===== config.mk =====
export PLATFORM = sky130hd
export DESIGN_NAME = exp_align_pipe
export DESIGN_NICKNAME = d
export VERILOG_FILES = /design/src/rtl/exp_align_pipe.sv
export SDC_FILE = /design/constraint.sdc
export NUM_CORES = 1
export LEC_CHECK = 0
export ABC_AREA = 1
export BUFFER_PORTS_ARGS = -buffer_cell sky130_fd_sc_hd__buf_2
export CELL_PAD_IN_SITES_DETAIL_PLACEMENT = 0
export CELL_PAD_IN_SITES_GLOBAL_PLACEMENT = 1
export CORE_MARGIN = 1.5
export CORE_UTILIZATION = 40
export DETAILED_ROUTE_END_ITERATION = 12
export PLACE_DENSITY_LB_ADDON = 0.1
export SYNTH_ARGS = -nofsm -noshare
export SYNTH_HDL_FRONTEND = slang
export SYNTH_SLANG_ARGS = --single-unit

===== constraint.sdc =====
create_clock -name clk -period 2 [get_ports clk]
set_clock_uncertainty 0.05 [all_clocks]
set_input_delay 0.2 -clock clk [delete_from_list [all_inputs] [get_ports clk]]
set_output_delay 0.2 -clock clk [all_outputs]
set_load 0.01 [all_outputs]

===== src/rtl/exp_align_pipe.sv =====
//------------------------------------------------------------------------------
// Module      : exp_align_pipe
// Description : Two-stage FP exponent-difference / significand-alignment unit
//               with valid/ready handshakes; optional EXP_ALIGN_FARCNT_EN adds
//               a saturating far-shift counter output (far_cnt).
// Revision    : 1.0 - initial release
//------------------------------------------------------------------------------
`default_nettype none

module exp_align_pipe #(
    parameter int EW    = 5,
    parameter int MW    = 11,
    parameter int GUARD = 3
) (
    input  logic                clk,
    input  logic                rst_n,
    input  logic                in_valid,
    output logic                in_ready,
    input  logic [EW-1:0]       exp_a,
    input  logic [EW-1:0]       exp_b,
    input  logic [MW-1:0]       man_a,
    input  logic [MW-1:0]       man_b,
    output logic                out_valid,
    input  logic                out_ready,
    output logic [EW-1:0]       exp_max,
    output logic [EW-1:0]       diff,
    output logic                swap,
    output logic [MW-1:0]       man_big,
    output logic [MW+GUARD-1:0] man_small_sh
`ifdef EXP_ALIGN_FARCNT_EN
    ,
    output logic [15:0]         far_cnt
`endif
);

    localparam int          c_W     = MW + GUARD;
    localparam logic [31:0] c_W_U32 = 32'(c_W);

    logic                s1_valid_q;
    logic [EW-1:0]       s1_exp_max_q;
    logic [EW-1:0]       s1_diff_q;
    logic                s1_swap_q;
    logic [MW-1:0]       s1_man_big_q;
    logic [MW-1:0]       s1_man_small_q;

    logic                s2_valid_q;
    logic [EW-1:0]       s2_exp_max_q;
    logic [EW-1:0]       s2_diff_q;
    logic                s2_swap_q;
    logic [MW-1:0]       s2_man_big_q;
    logic [c_W-1:0]      s2_man_sh_q;

    logic                w_s2_adv;
    logic                w_s2_load;
    logic                w_s1_adv;
    logic                w_accept;

    assign w_s2_adv  = s2_valid_q && out_ready;
    assign w_s2_load = !s2_valid_q || w_s2_adv;
    assign w_s1_adv  = s1_valid_q && w_s2_load;
    assign in_ready  = !s1_valid_q || w_s1_adv;
    assign w_accept  = in_valid && in_ready;

    // Compare stage: the borrow of the widened subtraction selects the larger operand
    logic [EW:0]   w_raw;
    logic          w_borrow;
    logic [EW-1:0] w_diff;

    assign w_raw    = {1'b0, exp_a} - {1'b0, exp_b};
    assign w_borrow = w_raw[EW];
    assign w_diff   = w_borrow ? (exp_b - exp_a) : w_raw[EW-1:0];

    // Align stage
    logic [c_W-1:0] w_ext;
    logic [c_W-1:0] w_sh;
    logic [c_W-1:0] w_mask;
    logic           w_lost;
    logic           w_s1_far;
    logic [c_W-1:0] w_aligned;

    assign w_ext     = {s1_man_small_q, {GUARD{1'b0}}};
    assign w_sh      = w_ext >> s1_diff_q;
    assign w_mask    = ~({c_W{1'b1}} << s1_diff_q);
    assign w_lost    = |(w_ext & w_mask);
    // Shift amounts at or beyond the full width collapse everything into sticky
    assign w_s1_far  = 32'(s1_diff_q) >= c_W_U32;
    assign w_aligned = w_s1_far ? {{(c_W-1){1'b0}}, |s1_man_small_q}
                                : {w_sh[c_W-1:1], w_sh[0] | w_lost};

    always_ff @(posedge clk or negedge rst_n) begin
        if (!rst_n) begin
            s1_valid_q     <= 1'b0;
            s1_exp_max_q   <= '0;
            s1_diff_q      <= '0;
            s1_swap_q      <= 1'b0;
            s1_man_big_q   <= '0;
            s1_man_small_q <= '0;
        end else begin
            if (w_accept) begin
                s1_valid_q     <= 1'b1;
                s1_exp_max_q   <= w_borrow ? exp_b : exp_a;
                s1_diff_q      <= w_diff;
                s1_swap_q      <= w_borrow;
                s1_man_big_q   <= w_borrow ? man_b : man_a;
                s1_man_small_q <= w_borrow ? man_a : man_b;
            end else if (w_s1_adv) begin
                s1_valid_q     <= 1'b0;
            end
        end
    end

    always_ff @(posedge clk or negedge rst_n) begin
        if (!rst_n) begin
            s2_valid_q   <= 1'b0;
            s2_exp_max_q <= '0;
            s2_diff_q    <= '0;
            s2_swap_q    <= 1'b0;
            s2_man_big_q <= '0;
            s2_man_sh_q  <= '0;
        end else if (w_s2_load) begin
            s2_valid_q <= s1_valid_q;
            if (s1_valid_q) begin
                s2_exp_max_q <= s1_exp_max_q;
                s2_diff_q    <= s1_diff_q;
                s2_swap_q    <= s1_swap_q;
                s2_man_big_q <= s1_man_big_q;
                s2_man_sh_q  <= w_aligned;
            end
        end
    end

    assign out_valid    = s2_valid_q;
    assign exp_max      = s2_exp_max_q;
    assign diff         = s2_diff_q;
    assign swap         = s2_swap_q;
    assign man_big      = s2_man_big_q;
    assign man_small_sh = s2_man_sh_q;

`ifdef EXP_ALIGN_FARCNT_EN
    logic [15:0] far_cnt_q;
    logic        w_s2_far;

    assign w_s2_far = 32'(s2_diff_q) >= c_W_U32;

    always_ff @(posedge clk or negedge rst_n) begin
        if (!rst_n) begin
            far_cnt_q <= '0;
        end else if (w_s2_adv && w_s2_far && (far_cnt_q != 16'hFFFF)) begin
            far_cnt_q <= far_cnt_q + 16'd1;
        end
    end

    assign far_cnt = far_cnt_q;
`endif

endmodule

`default_nettype wire


==> reports/metrics.cfg, run 1 <==
[drt]
antenna_left = 0
route.detailed.drc = 0
drt-wirelength-per-cell_um = 14.24
vias = 3624
top_layer = met4
wl_met2_um = 4677
met3WireLength_um = 431
viasPerCell = 5.047
met1_length_um = 4879
firstDrtPassIters = 5
drt_iter0_markers = 174
wirelength_um = 10230

[hold_path]
min_path_type = primary input to flip-flop
hold_depth = 3
hold_path_end = s1_man_big_q[9]$_DFFE_PN0P_
hp-start = man_b[9]

[setup_path]
critPathArrivalTime_ps = 1960
timing.rr.end = man_small_sh[0]$_DFFE_PN0P_
r2r_cells = 10
critPathKind = flip-flop to flip-flop
cp-end-kind = flip-flop
r2r_setup_slack_ps = 250
crit_required_ps = 2210
start_kind = flip-flop
r2r_start = s1_diff_q[0]$_DFFE_PN0P_
worstPathMaxFanout = 22

[placed_design]
gp_congestion = 0.8894
dpl_cell_area_mm2 = 0.004533
dp_hpwl_um = 7402
io_buffers = 73

[job]
drv_cap = 0

[floorplan]
dieWidth_um = 103.7
die_h_um = 103.7
core-area_mm2 = 0.009819
dieArea_mm2 = 0.01074
start_util_pct = 41.27
io_pins = 74
rows = 36

[sta]
setup_tns_ps = 0
rsz0062_at_grt = false
tightest_slew_ps = 592.5
hold_viol_final = 0
slew_headroom_pct = 60.50
finalCritPeriodShare_pct = 87.28
max_freq_ghz = 0.5729
finalCriticalPeriod_ps = 1746
setup_viol = 0
slew_violations = 0

[global_routing]
grt_pass1_vias = 3573
antenna_found_initial = 0
grt_max_degree = 72
grt_use_total_pct = 20.43
grt_overflow = 0
grt_pass1_wl_um = 17610

[clocking]
htree_levels = 3
cts.repair.resized = 0
cts.path.max_buffers = 2
ctsHoldBuffers = 1
cts_tree = yes
clock_sinks = 71
cts_setup_buffers = 0
clockRootBuffer = clkbuf_8
clkSlewWorstSetupHoldPaths_ps = 90
insertion_delay_ps = 370
numCtsBuffers = 9

[synth]
synth_top_area_share_pct = 43.84
yosys.area.top_type = dfrtp_1
ys_seq_area_share_pct = 43.84
synth_edf_count = 0
synthTopCellsByArea = dfrtp_1 (44%), nand2_1 (16%), a22oi_2 (5.6%)
yosysWarnings = 0
synthesis.area_mm2 = 0.004053
avgSynthCellArea_um2 = 7.946
ys_ff_latch = 71
synth_cell_types = 38
async_flop_share_pct = 100.0
synth_cells = 510
synth_nets = 557
synthFlopType = dfrtp_1

[final_layout]
n_antenna_cell = 0
drive_above_1_share_pct = 23.25
final_area_mm2 = 0.004746
fillCellCount = 1039
nets = 627
area_growth_pct = 17.10

[power_and_ir_drop]
p_leak_nw = 2.472
max-vdd-ir-drop_uv = 361.9
p_per_area_mw_per_mm2 = 1092

[outcome]
status = finished, final reports clean

## power by group
part           switching [mW]  total, mW  internal (mW)
clock                   0.610       1.20          0.591
sequential              0.246       2.07           1.82
combinational            1.20       1.92          0.719
total                    2.05       5.18           3.13
## placed cells by master, fill, tap and decap left out, types with 2 or more instances in the layout
cell / netlist / routed
a21oi_1: 40 / 40
nor2_1: 10 / 10
clkbuf_8: 0 / 9
nand3_1: 29 / 29
ha_1: 9 / 9
dfrtp_1: 71 / 71
o21ai_0: 21 / 21
fa_1: 2 / 2
inv_2: 7 / 7
nor3_1: 3 / 3
xor2_1: 4 / 4
inv_6: 0 / 3
nand2_2: 2 / 3
inv_1: 48 / 48
a22oi_1: 6 / 6
clkinv_4: 0 / 2
buf_2: 12 / 73
a22oi_2: 18 / 18
buf_12: 0 / 2
nand2_1: 168 / 167
o21ai_1: 28 / 28
buf_4: 3 / 9
a21oi_4: 2 / 2
## layout make-up
type,count,area [um^2],share of cell area [%]
inverters,57,216.5,4.561
repair buffers,85,483.0,10.18
well taps,133,166.4,3.506
clock buffers,9,123.9,2.610
multi-input cells,356,1901,40.05
flip-flops and latches,71,1777,37.44
clock inverters,7,78.83,1.661
## critical path, stage by stage, from the launching register on
cell     delay, ps
dfrtp_1        610
nor2_1         290
nand2_1        130
nand2_1         80
nand2_1         50
nand2_1         50
nand2_1         50
nor2_1         130
nand3_1         80
nand2_1         60
nand2_1         40
## state kept, by name (all words and copies together) (netlist names)
signal,count
man_big,11
s1_swap_q,1
man_small_sh,14
diff,5
s1_valid_q,1
s1_man_small_q,11
exp_max,5
out_valid,1
s1_exp_max_q,5
swap,1
s1_diff_q,5
s1_man_big_q,11
## cells by family (layout without fill, tap and decap cells)
| family | count (synthesis) | after routing | synth area share [%] |
|---|---|---|---|
| DFF | 71 | 71 | 43.84 |
| buffers and inverters | 83 | 158 | 9.324 |
| xor gates and xnor gates | 5 | 5 | 1.081 |
| and+or+nand+nor | 218 | 218 | 22.20 |
| adders and majority gates | 11 | 11 | 3.767 |
| AOI/OAI and AO/OA | 122 | 122 | 19.79 |
## cells in the mapped netlist (3+ instances only)
cell,count
nand2_1,168
dfrtp_1,71
inv_1,48
a21oi_1,40
nand3_1,29
o21ai_1,28
o21ai_0,21
a22oi_2,18
buf_2,12
nor2_1,10
ha_1,9
inv_2,7
a22oi_1,6
buf_6,5
clkbuf_1,5
xor2_1,4
buf_4,3
nor3_1,3
## routing by layer
metal	global-route usage (%)	vias up
met5	0	-
met4	9.028	0
met3	2.958	22
met2	32.71	85
met1	27.54	1712
li1	-	1805
## stage by stage
step | utilization, % | total power [mW] | setup slack [ps] | hold WS (ps) | cells
3_3_place_gp | 46.16 | 4.006 | 286.0 | 211.3 | 701
5_1_grt | 48.33 | 5.600 | 73.30 | 37.00 | 718
6_report | 48.33 | 5.184 | 254.5 | 39.40 | 718
2_1_floorplan | - | 3.356 | 490.7 | -145.6 | 510
4_1_cts | 48.33 | 5.249 | 280.4 | 29.81 | 718
3_5_place_dp | 46.16 | 4.022 | 270.8 | 214.7 | 701
## how the worst max path moves through the flow
| stage | startpoint | endpoint | slack, ps | cells after the start |
|---|---|---|---|---|
| floorplan | exp_a[2] | s1_man_big_q[0]$_DFFE_PN0P_ | 490 | 10 |
| global placement | exp_a[4] | s1_diff_q[3]$_DFFE_PN0P_ | 290 | 9 |
| detailed placement | exp_a[0] | s1_diff_q[4]$_DFFE_PN0P_ | 270 | 12 |
| CTS | s1_diff_q[0]$_DFFE_PN0P_ | man_small_sh[5]$_DFFE_PN0P_ | 280 | 9 |
| global route | s1_diff_q[0]$_DFFE_PN0P_ | man_small_sh[5]$_DFFE_PN0P_ | 70 | 9 |
| finish | s1_diff_q[0]$_DFFE_PN0P_ | man_small_sh[0]$_DFFE_PN0P_ | 250 | 10 |
Note: power is estimated with default switching activity, not from simulation.
==> inputs of run 2 (changes only) <==
Settings changed: ABC_CLOCK_PERIOD_IN_PS set to 2000, MAX_ROUTING_LAYER set to met4.
==> run 2 against run 1 <==
Compared with the run above: utilization rose by 0.089 points; combinational power barely moved; hold slack improved by 16 ps; sequential power barely moved; critical path depth fell by 2; register-to-register slack got worse by 20 ps; worst setup slack got worse by 24 ps; non-clock buffer count rose by 1; via count fell by 2.0%; cell count rose by 0.14%; critical path type unchanged; critical endpoint is now man_small_sh[3]$_DFFE_PN0P_; largest power group unchanged.
==> reports/metrics.cfg, run 2 (same netlist as run 1, synthesis figures left out) <==
[setup_path]
r2r_start = s1_diff_q[0]$_DFFE_PN0P_  ; unchanged
r2r_setup_slack_ps = 230  ; was 250 ps
startpoint = s1_diff_q[0]$_DFFE_PN0P_  ; unchanged
slowest_delay_ps = 620  ; was 610 ps
cp-end-kind = flip-flop  ; unchanged
start_kind = flip-flop  ; unchanged
crit_required_ps = 2200  ; was 2210 ps
crit_buf_inv = 0  ; unchanged
path_depth = 8  ; was 10
critPathArrivalTime_ps = 1970  ; was 1960 ps
critPathKind = flip-flop to flip-flop  ; unchanged
crit_chain = nand2_1 > o21ai_1 > o21ai_1 > nor2_1 > nand2_1 > nand2_1 > nand2_1 > nand2_1  ; was nor2_1 > nand2_1 > nand2_1 > nand2_1 > nand2_1 > nand2_1 > nor2_1 > nand3_1 > nand2_1 > nand2_1
timing.rr.end = man_small_sh[3]$_DFFE_PN0P_  ; was man_small_sh[0]$_DFFE_PN0P_
path_delay_family = flip-flops  ; was simple AND/OR/NAND/NOR gates
cp-endpoint = man_small_sh[3]$_DFFE_PN0P_  ; was man_small_sh[0]$_DFFE_PN0P_
worstPathMaxFanout = 22  ; unchanged
cp_slowest_cell = dfrtp_1  ; unchanged
r2r_cells = 8  ; was 10
crit_path_frequent_cell = nand2_1  ; unchanged

[power_and_ir_drop]
comb_power_share_pct = 36.9  ; was 37.0%
p_int_mw = 3.132  ; was 3.130 mW
p_leak_nw = 2.469  ; was 2.472 nW
power_switching_mw = 2.050  ; was 2.055 mW
seqPwrFrac_pct = 39.9  ; was 39.8%
pwr-share-clk_pct = 23.2  ; about the same
p_per_area_mw_per_mm2 = 1090  ; was 1092 mW/mm^2
swShare_pct = 39.56  ; was 39.63%
max-vdd-ir-drop_uv = 469.8  ; was 361.9 uV

[floorplan]
core-area_mm2 = 0.009819  ; unchanged
start_util_pct = 41.27  ; unchanged
io_pins = 74  ; unchanged
die_h_um = 103.7  ; unchanged
rows = 36  ; unchanged
dieWidth_um = 103.7  ; unchanged
dieArea_mm2 = 0.01074  ; unchanged

[final_layout]
fillCellCount = 1033  ; was 1039
multiInputGateArea_mm2 = 0.001901  ; unchanged
area_growth_pct = 17.32  ; was 17.10%
largest_reg_flops = 14  ; unchanged
n_antenna_cell = 0  ; unchanged
mostFrequentLayoutCell = nand2_1  ; unchanged
nets = 628  ; was 627
mostFrequentLayoutCells = nand2_1 (167), buf_2 (73), dfrtp_1 (71), inv_1 (48), a21oi_1 (40)  ; unchanged
final-seq-area_mm2 = 0.001777  ; unchanged
drive_above_1_share_pct = 23.38  ; was 23.25%

[drt]
vias = 3551  ; was 3624
viasPerCell = 4.939  ; was 5.047
route.detailed.drc = 0  ; unchanged
drt_iter0_markers = 184  ; was 174
wirelength_um = 10150  ; was 10230 um
drt-wirelength-per-cell_um = 14.12  ; was 14.24 um
firstDrtPassIters = 4  ; was 5
antenna_left = 0  ; unchanged

[global_routing]
antenna_found_initial = 0  ; unchanged
grt_max_degree = 72  ; unchanged
grt_pass1_vias = 3395  ; was 3573
grt_overflow = 0  ; unchanged
grt_pass1_wl_um = 17090  ; was 17610 um
grt_use_total_pct = 20.39  ; was 20.43%

[clocking]
cts_tree = yes  ; unchanged
htree_levels = 3  ; unchanged
clock_sinks = 71  ; unchanged
clockRootBuffer = clkbuf_8  ; unchanged
clkSlewWorstSetupHoldPaths_ps = 90  ; about the same
insertion_delay_ps = 350  ; was 370 ps
numCtsBuffers = 9  ; unchanged
cts.repair.resized = 0  ; unchanged
cts.path.max_buffers = 2  ; unchanged

[placed_design]
gp_congestion = 0.8925  ; was 0.8894
dp_hpwl_um = 7415  ; was 7402 um
io_buffers = 73  ; unchanged

[sta]
finalCriticalPeriod_ps = 1769  ; was 1746 ps
hold_viol_final = 0  ; unchanged
tightest_slew_ps = 641.1  ; was 592.5 ps
slew_violations = 0  ; unchanged
setup_viol = 0  ; unchanged
finalCritPeriodShare_pct = 88.45  ; was 87.28%
max_freq_ghz = 0.5653  ; was 0.5729 GHz
fin_hold_ws_ps = 55.90  ; was 39.40 ps
setup_tns_ps = 0  ; unchanged
slew_headroom_pct = 57.26  ; was 60.50%
rsz0062_at_grt = false  ; unchanged

[outcome]
status = finished, final reports clean  ; unchanged

[job]
drv_cap = 0  ; unchanged

[hold_path]
min_path_type = primary input to flip-flop  ; unchanged

[run 2: cell types whose count changed in the layout (fill, tap and decap cells not counted)]
cell | previous run | this run
buf_4 | 9 | 10
clkinv_2 | 1 | 0
clkinv_4 | 2 | 1
clkinvlp_4 | 0 | 2
[run 2: final cells by class]
| type | count | share of cell area (%) |
|---|---|---|
| Inverter | 57 | 4.553 |
| Multi-Input combinational cell | 356 | 39.97 |
| Tap cell | 133 | 3.500 |
| Clock inverter | 7 | 1.684 |
| Sequential cell | 71 | 37.37 |
| Timing Repair Buffer | 86 | 10.32 |
| Clock buffer | 9 | 2.605 |
[run 2: tightest hold or removal path, stage by stage]
cell	delay, ps
buf_2	100
nand2_1	70
a22oi_2	50
[run 2: what timing repair did]
| item | CTS | global route |
|---|---|---|
| hold endpoints to repair | 71 | 0 |
| buffers inserted | 0 | 0 |
| hold buffers | 1 | 0 |
[run 2: metrics by stage]
stage | worst slack [ps] | power (mW) | util, % | cell area (um^2) | instances
floorplan | 490.7 | 3.356 | - | 4053 | 510
global placement | 282.3 | 4.010 | 46.24 | 4541 | 702
detailed placement | 273.8 | 4.023 | 46.24 | 4541 | 702
CTS | 255.8 | 5.237 | 48.42 | 4755 | 719
global route | 26.75 | 5.590 | 48.42 | 4755 | 719
finish | 230.9 | 5.182 | 48.42 | 4755 | 719
[run 2: worst min-delay path by stage]
stage                                    end     start  cells after the start  slack (ps)
5_1_grt        s1_man_small_q[4]$_DFFE_PN0P_  man_a[4]                      3          50
4_1_cts          s1_man_big_q[3]$_DFFE_PN0P_  man_b[3]                      3          40
2_1_floorplan            diff[0]$_DFFE_PN0P_     rst_n                      0        -150
3_3_place_gp          man_big[5]$_DFFE_PN0P_     rst_n                      2         210
3_5_place_dp          man_big[5]$_DFFE_PN0P_     rst_n                      2         210
6_report         s1_man_big_q[5]$_DFFE_PN0P_  man_b[5]                      3          60
[run 2: power groups by stage]
stage / logic [mW] / clock network [mW] / registers, mW
6_report: 1.91 / 1.20 / 2.07
2_1_floorplan: 1.20 / 0 / 2.16
5_1_grt: 2.18 / 1.29 / 2.12
3_5_place_dp: 1.93 / 0 / 2.10
3_3_place_gp: 1.92 / 0 / 2.09
4_1_cts: 1.93 / 1.23 / 2.07
[run 2: layer usage]
layer / track usage, % / vias to the layer above / routed length, um
met5: - / - / 0
met1: 28.17 / 1657 / 4999
met3: 3.398 / 6 / 390
met4: 6.250 / 0 / 93
li1: - / 1811 / -
met2: 30.81 / 77 / 4666
